## config.mk

```make
export PLATFORM = sky130hd
export DESIGN_NAME = imem_fetch_ctrl
export DESIGN_NICKNAME = d
export VERILOG_FILES = /design/src/rtl/imem_fetch_ctrl.sv
export SDC_FILE = /design/constraint.sdc
export NUM_CORES = 1
export LEC_CHECK = 0
export CAP_MARGIN = 20
export CORE_ASPECT_RATIO = 0.5
export CORE_MARGIN = 2
export CORE_UTILIZATION = 45
export CTS_CLUSTER_SIZE = 25
export DETAILED_ROUTE_END_ITERATION = 10
export GPL_TIMING_DRIVEN = 0
export HOLD_SLACK_MARGIN = 0.08
export MAX_ROUTING_LAYER = met4
export PLACE_DENSITY = 0.75
export SYNTH_ARGS = -nofsm -noshare
export SYNTH_HDL_FRONTEND = slang
export SYNTH_SLANG_ARGS = --single-unit
```

## constraint.sdc

```tcl
create_clock -name clk -period 2.9 [get_ports clk]
set_input_delay 0.435 -clock clk [delete_from_list [all_inputs] [get_ports clk]]
set_output_delay 0.435 -clock clk [all_outputs]
set_load 0.02 [all_outputs]
```

## src/rtl/imem_fetch_ctrl.sv

```systemverilog
// Instruction-fetch sequencer for the program memory: fetch PC, 2-entry prefetch
// buffer, epoch-based squashing on redirect, and round-robin sharing with debug reads.
module imem_fetch_ctrl #(
  parameter int AW = 8,
  parameter int IW = 6,
  parameter logic [AW-1:0] RESET_PC = {AW{1'b0}}
) (
  input  logic          clk,
  input  logic          rst,
  input  logic          redirect,
  input  logic [AW-1:0] redirect_addr,
  output logic          instr_valid,
  output logic [IW-1:0] instr,
  output logic [AW-1:0] instr_pc,
  input  logic          instr_ready,
  input  logic          dbg_req,
  input  logic [AW-1:0] dbg_addr,
  output logic          dbg_gnt,
  output logic          dbg_rvalid,
  output logic [IW-1:0] dbg_rdata,
  output logic          mem_en,
  output logic [AW-1:0] mem_addr,
  input  logic [IW-1:0] mem_rdata
);

  logic [AW-1:0] fpc_q, fpc_d;
  logic [1:0]    cnt_q, cnt_d;
  logic [AW-1:0] pc0_q, pc0_d, pc1_q, pc1_d;
  logic [IW-1:0] ins0_q, ins0_d, ins1_q, ins1_d;
  logic          infl_v_q, infl_v_d;
  logic          infl_dbg_q, infl_dbg_d;
  logic [AW-1:0] infl_pc_q, infl_pc_d;
  logic          infl_ep_q, infl_ep_d;
  logic          epoch_q, epoch_d;
  logic          last_dbg_q, last_dbg_d;
  logic          dbg_rvalid_q, dbg_rvalid_d;
  logic [IW-1:0] dbg_rdata_q, dbg_rdata_d;

  logic          pop_s, push_s, cpu_want_s, cpu_win_s, dbg_win_s;
  logic [2:0]    occ_s;

  // Fetch demand and round-robin arbitration; the port is held idle while in reset
  always_comb begin
    pop_s      = (cnt_q != 2'd0) & instr_ready;
    occ_s      = {1'b0, cnt_q} + {2'b00, infl_v_q & ~infl_dbg_q};
    cpu_want_s = ~redirect & (occ_s < (3'd2 + {2'b00, pop_s}));
    push_s     = infl_v_q & ~infl_dbg_q & (infl_ep_q == epoch_q) & ~redirect;
    if (rst) begin
      cpu_win_s = 1'b0;
      dbg_win_s = 1'b0;
    end else if (cpu_want_s & dbg_req) begin
      cpu_win_s = last_dbg_q;
      dbg_win_s = ~last_dbg_q;
    end else begin
      cpu_win_s = cpu_want_s;
      dbg_win_s = dbg_req;
    end
  end

  assign mem_en      = cpu_win_s | dbg_win_s;
  assign mem_addr    = cpu_win_s ? fpc_q : (dbg_win_s ? dbg_addr : {AW{1'b0}});
  assign dbg_gnt     = dbg_win_s;
  assign instr_valid = (cnt_q != 2'd0);
  assign instr       = ins0_q;
  assign instr_pc    = pc0_q;
  assign dbg_rvalid  = dbg_rvalid_q;
  assign dbg_rdata   = dbg_rdata_q;

  // Next-state: fetch PC, prefetch FIFO (slot 0 is the head), in-flight tag, epoch
  always_comb begin
    fpc_d      = fpc_q;
    cnt_d      = cnt_q;
    pc0_d      = pc0_q;
    pc1_d      = pc1_q;
    ins0_d     = ins0_q;
    ins1_d     = ins1_q;
    epoch_d    = epoch_q;
    last_dbg_d = last_dbg_q;
    infl_v_d   = cpu_win_s | dbg_win_s;
    infl_dbg_d = dbg_win_s;
    infl_pc_d  = fpc_q;
    infl_ep_d  = epoch_q;
    if (cpu_want_s & dbg_req) begin
      last_dbg_d = dbg_win_s;
    end else begin
      last_dbg_d = last_dbg_q;
    end
    if (redirect) begin
      fpc_d   = redirect_addr;
      epoch_d = ~epoch_q;
      cnt_d   = 2'd0;
    end else begin
      if (cpu_win_s) begin
        fpc_d = fpc_q + {{(AW-1){1'b0}}, 1'b1};
      end else begin
        fpc_d = fpc_q;
      end
      case ({push_s, pop_s})
        2'b10: begin
          if (cnt_q == 2'd0) begin
            pc0_d  = infl_pc_q;
            ins0_d = mem_rdata;
          end else begin
            pc1_d  = infl_pc_q;
            ins1_d = mem_rdata;
          end
          cnt_d = cnt_q + 2'd1;
        end
        2'b01: begin
          pc0_d  = pc1_q;
          ins0_d = ins1_q;
          cnt_d  = cnt_q - 2'd1;
        end
        2'b11: begin
          if (cnt_q == 2'd1) begin
            pc0_d  = infl_pc_q;
            ins0_d = mem_rdata;
          end else begin
            pc0_d  = pc1_q;
            ins0_d = ins1_q;
            pc1_d  = infl_pc_q;
            ins1_d = mem_rdata;
          end
        end
        default: cnt_d = cnt_q;
      endcase
    end
    dbg_rvalid_d = infl_v_q & infl_dbg_q;
    if (infl_v_q & infl_dbg_q) begin
      dbg_rdata_d = mem_rdata;
    end else begin
      dbg_rdata_d = dbg_rdata_q;
    end
  end

  // State registers
  always_ff @(posedge clk or posedge rst) begin
    if (rst) begin
      fpc_q        <= RESET_PC;
      cnt_q        <= 2'd0;
      pc0_q        <= {AW{1'b0}};
      pc1_q        <= {AW{1'b0}};
      ins0_q       <= {IW{1'b0}};
      ins1_q       <= {IW{1'b0}};
      infl_v_q     <= 1'b0;
      infl_dbg_q   <= 1'b0;
      infl_pc_q    <= {AW{1'b0}};
      infl_ep_q    <= 1'b0;
      epoch_q      <= 1'b0;
      last_dbg_q   <= 1'b0;
      dbg_rvalid_q <= 1'b0;
      dbg_rdata_q  <= {IW{1'b0}};
    end else begin
      fpc_q        <= fpc_d;
      cnt_q        <= cnt_d;
      pc0_q        <= pc0_d;
      pc1_q        <= pc1_d;
      ins0_q       <= ins0_d;
      ins1_q       <= ins1_d;
      infl_v_q     <= infl_v_d;
      infl_dbg_q   <= infl_dbg_d;
      infl_pc_q    <= infl_pc_d;
      infl_ep_q    <= infl_ep_d;
      epoch_q      <= epoch_d;
      last_dbg_q   <= last_dbg_d;
      dbg_rvalid_q <= dbg_rvalid_d;
      dbg_rdata_q  <= dbg_rdata_d;
    end
  end

endmodule

```

==> reports/summary.log, run 1 <==
qor: floorplanning.fp.dieArea 0.00668 sq mm
qor: synth.flop_and_latch_count_out_of_synthesis 58
qor: routing.wl 6170 um
qor: sta.clock_skew 0.00511 ns
qor: routing.drt_first_pass_iters 4
qor: place.globalplace.congestion 0.782
qor: place.dp.final_hpwl 4050 um
qor: worst_setup_path.critical_path.endpoint_type primary output
qor: clock_tree.cts_root_buf clkbuf_16
qor: power.powerDensity 1030 mW/mm^2
qor: worst_setup_path.timing.critical_path.buf_inv 2
qor: grt.grt_pass1_wl 10200 um
qor: sta.fin_hold_ws 0.436 ns
qor: synth.mappedNetlistArea 0.00270 sq mm
qor: grt.grt_start_max_net_pins 34
qor: routing.route.detailed.drc 0
qor: worst_setup_path.path_cells and2b_2, ha_4, ha_4, nor4b_4, o2111a_1, buf_6, mux2i_1, nor2_1, buf_4
qor: clock_tree.clock_latency 0.32 ns
qor: sta.layout_worst_path_cycle_share 98.9%
qor: sta.max_freq 0.349 GHz
qor: min_path.hold_class flop to flop
qor: sta.slew_headroom 46.2%
qor: finish.multi_input_area 0.00124 sq mm
qor: clock_tree.numClockSinks 58
qor: clock_tree.clk_path_buf_depth 2
qor: synth.postSynthCellCount 228
qor: finish.finalCoreUtilization 66.9%
qor: sta.report.final.slew_viol_count 0
qor: routing.vias_per_cell 5.44
qor: routing.met2RoutedLength 2890 um
qor: clock_tree.cts.reportedPaths.clkPinSlew 0.05 ns
qor: synth.synth_seq_area_share 53.7%
qor: synth.netlist-cell-type-count 43
qor: finish.final.fill_count 415
qor: worst_setup_path.path_common_cell ha_4
qor: min_path.hold_path_depth 0
qor: worst_setup_path.critical_path_required 2.47 ns
qor: synth.synth-main-ff-cell dfrtp_1
qor: routing.highest_metal_layer_with_signal_wires met4
qor: power.fin_total_pwr 3890 uW
qor: finish.antenna_cells_inserted 0
qor: worst_setup_path.cp_slowest_stage_delay 0.38 ns
qor: routing.m1WireLength 2850 um
qor: job.max-cap-violations 0
qor: grt.vias_in_the_first_global_route 2124
qor: worst_setup_path.timing.rr.start cnt_q[1]$_DFFE_PP0P_
qor: synth.synth_async_sr_flop_share 100%
qor: clock_tree.cts.htree.levels 3
qor: worst_setup_path.cp_slowest_cell dfrtp_1
qor: finish.regArea 0.00145 sq mm
qor: floorplanning.num_io_pins 59
qor: floorplanning.start_util 47.9%
qor: routing.routed_wire_length_per_instance 16.0 um
qor: place.place.port_buffers 57
qor: worst_setup_path.cp_top_family simple AND/OR/NAND/NOR gates
qor: worst_setup_path.critical_path_cell_count 9
qor: worst_setup_path.worst_reg_to_reg_path_cell_count 7
qor: finish.post_route_cells_drive_above_1_share 21.8%
qor: floorplanning.placeableCoreArea 0.00563 sq mm
qor: clock_tree.clock_buffer_count_from_cts 9
qor: floorplanning.die_w 114 um
qor: min_path.timing.hold.worst_endpoint infl_ep_q$_DFF_PP0_
qor: finish.syn_to_final_growth 39.5%
qor: synth.yosys_warnings 0
qor: floorplanning.placementRows 19
qor: worst_setup_path.critical_path.max_fanout 8
qor: floorplanning.die_height 58.8 um
qor: worst_setup_path.timing.rr.end instr_pc[7]$_DFFE_PP0P_
qor: min_path.hold_path_origin epoch_q$_DFFE_PP0P_
qor: worst_setup_path.critPathKind flop to primary output
qor: worst_setup_path.regToRegSetupSlack 0.47 ns
qor: clock_tree.tritoncts_clock_tree built
qor: grt.overflow 0
qor: power.leakage_power_summed_over_all_cells 0.00176 uW
qor: power.vdd_drop_max 426 uV
qor: synth.synthesis.nets 260
qor: run_status.run_status finished clean
qor: routing.via_total_after_detailed_routing 2094
qor: routing.postRouteAntennaNets 0
qor: synth.synth_area_per_cell 11.8 sq um
qor: worst_setup_path.worst-endpoint-arrival 2.43 ns
qor: grt.grt_antenna_before_repair 0
qor: sta.report.final.setup_viol 0
qor: routing.drt-initial-drc-count 125
qor: sta.finalWorstPathRequiredPeriod 2.87 ns
qor: synth.synth_enable_flop_cells 0
qor: grt.globalRouteTotalUtil 21.3%
qor: sta.grt_setup_unrepaired true
qor: routing.route.met3.wl 379 um
qor: sta.worstMarginPinSlew 0.807 ns
qor: finish.fin_nets 339
qor: clock_tree.postCtsHoldBufs 0
qor: sta.final_hold_fails 0
qor: worst_setup_path.startpoint_type flop
==> cell type report <==
type / instances / area share (%)
well taps: 73 / 2.42
flip-flops and latches: 58 / 38.5
plain buffers: 8 / 1.29
clock inverters: 2 / 0.266
clock buffers: 14 / 7.27
repair inverters: 1 / 0.133
repair buffers: 67 / 16.3
multi-input cells: 153 / 32.8
inverters: 9 / 0.996
==> state kept, by name, summed over array words and instances (netlist names) <==
name	count
ins1_q	6
infl_v_q	1
instr	6
dbg_rvalid	1
last_dbg_q	1
instr_pc	8
fpc_q	8
infl_ep_q	1
cnt_q	2
dbg_rdata	6
pc1_q	8
infl_pc_q	8
epoch_q	1
infl_dbg_q	1
==> metrics by stage <==
| step | setup WS, ns | instances | setup TNS [ns] | area [sq um] |
|---|---|---|---|---|
| global route | -0.102 | 385 | -0.433 | 3770 |
| floorplan | 0.232 | 228 | 0 | 2710 |
| finish | 0.0306 | 385 | 0 | 3770 |
| detailed placement | -0.517 | 359 | -4.40 | 3390 |
| CTS | 0.0146 | 379 | 0 | 3740 |
| global placement | -1.12 | 358 | -12.08 | 3370 |
==> power breakdown <==
part / total [uW] / switching [uW] / internal, uW
clock: 978 / 335 / 643
sequential: 1320 / 201 / 1120
combinational: 1590 / 782 / 808
==> Yosys cell counts (all sizes together), types with 2 or more instances <==
cell type,number,share of area (%)
mux2i,23,8.5
nor2b,2,0.46
buf,3,0.88
a21oi,16,3.0
or4,3,0.83
dfrtp,58,54
xor2,2,0.65
mux2,20,9.7
clkbuf,5,0.69
nand3,4,0.74
nand2,9,1.3
xnor2,3,0.97
and3,2,0.46
nor2,28,3.9
inv,8,1.1
o31ai,2,0.56
ha,5,2.3
o21ai,4,0.74
o211ai,2,0.56
a21o,2,0.56
nand2b,3,0.69
or3b,2,0.74
a31oi,6,1.4
nand4bb,2,0.83
==> kinds of logic (layout without fill, tap and decap cells) <==
kind of cell,Yosys count,in the layout,share of synthesized area [%]
flip-flops,58,58,53.7
AO/OA/AOI/OAI,40,40,9.63
XOR/XNOR,5,5,1.62
AND/OR/NAND/NOR,60,60,11.6
buffers and inverters,17,101,2.83
adder cells (fa/ha/maj),5,5,2.32
multiplexers,43,43,18.2
==> worst max-delay path by stage <==
stage / startpoint / end / slack, ns
after detailed placement: rst / mem_addr[2] / -0.52
final: infl_v_q$_DFF_PP0_ / mem_addr[7] / 0.03
after CTS: infl_v_q$_DFF_PP0_ / mem_addr[3] / 0.01
after global routing: infl_v_q$_DFF_PP0_ / mem_addr[7] / -0.10
after global placement: rst / mem_addr[3] / -1.12
after floorplan: rst / mem_addr[1] / 0.23
==> layout by cell type (no fill, tap or decap), drive strengths merged, types with 4 or more instances in the layout <==
cell type	count
nand3	4
mux2i	23
a31oi	6
nor2	28
a21oi	16
mux2	20
nand2	9
inv	7
dfrtp	58
buf	21
o21ai	4
clkbuf	21
ha	5
clkdlybuf4s50	47
==> worst register-to-register path, cell delays in order (launching register included) <==
cell      delay (ns)
dfrtp_1         0.45
inv_1           0.11
ha_2            0.24
nand2b_1        0.19
o22ai_1         0.64
clkbuf_1        0.49
nor2_1          0.11
a21oi_1         0.13
==> timing repair <==
item,4_1_cts,5_1_grt
gates resized for setup,42,13
setup endpoints to repair,10,10
setup buffers,3,6
pin swaps,3,4
cloned,1,0
==> metal layers <==
metal | track usage (%) | up-vias
met1 | 26.7 | 1049
met5 | - | -
met2 | 32.7 | 73
li1 | - | 966
met3 | 7.83 | 6
met4 | 6.62 | 0
Power figures use the tool's default switching activity.
==> run 2, diff against run 1 <==
- CAP_MARGIN: 20 -> default
- CTS_CLUSTER_SIZE: 25 -> default
- SLEW_MARGIN: default -> 15
==> results of run 2 <==
Same layout as run 1: the final DEF is identical, and so are final timing and power.
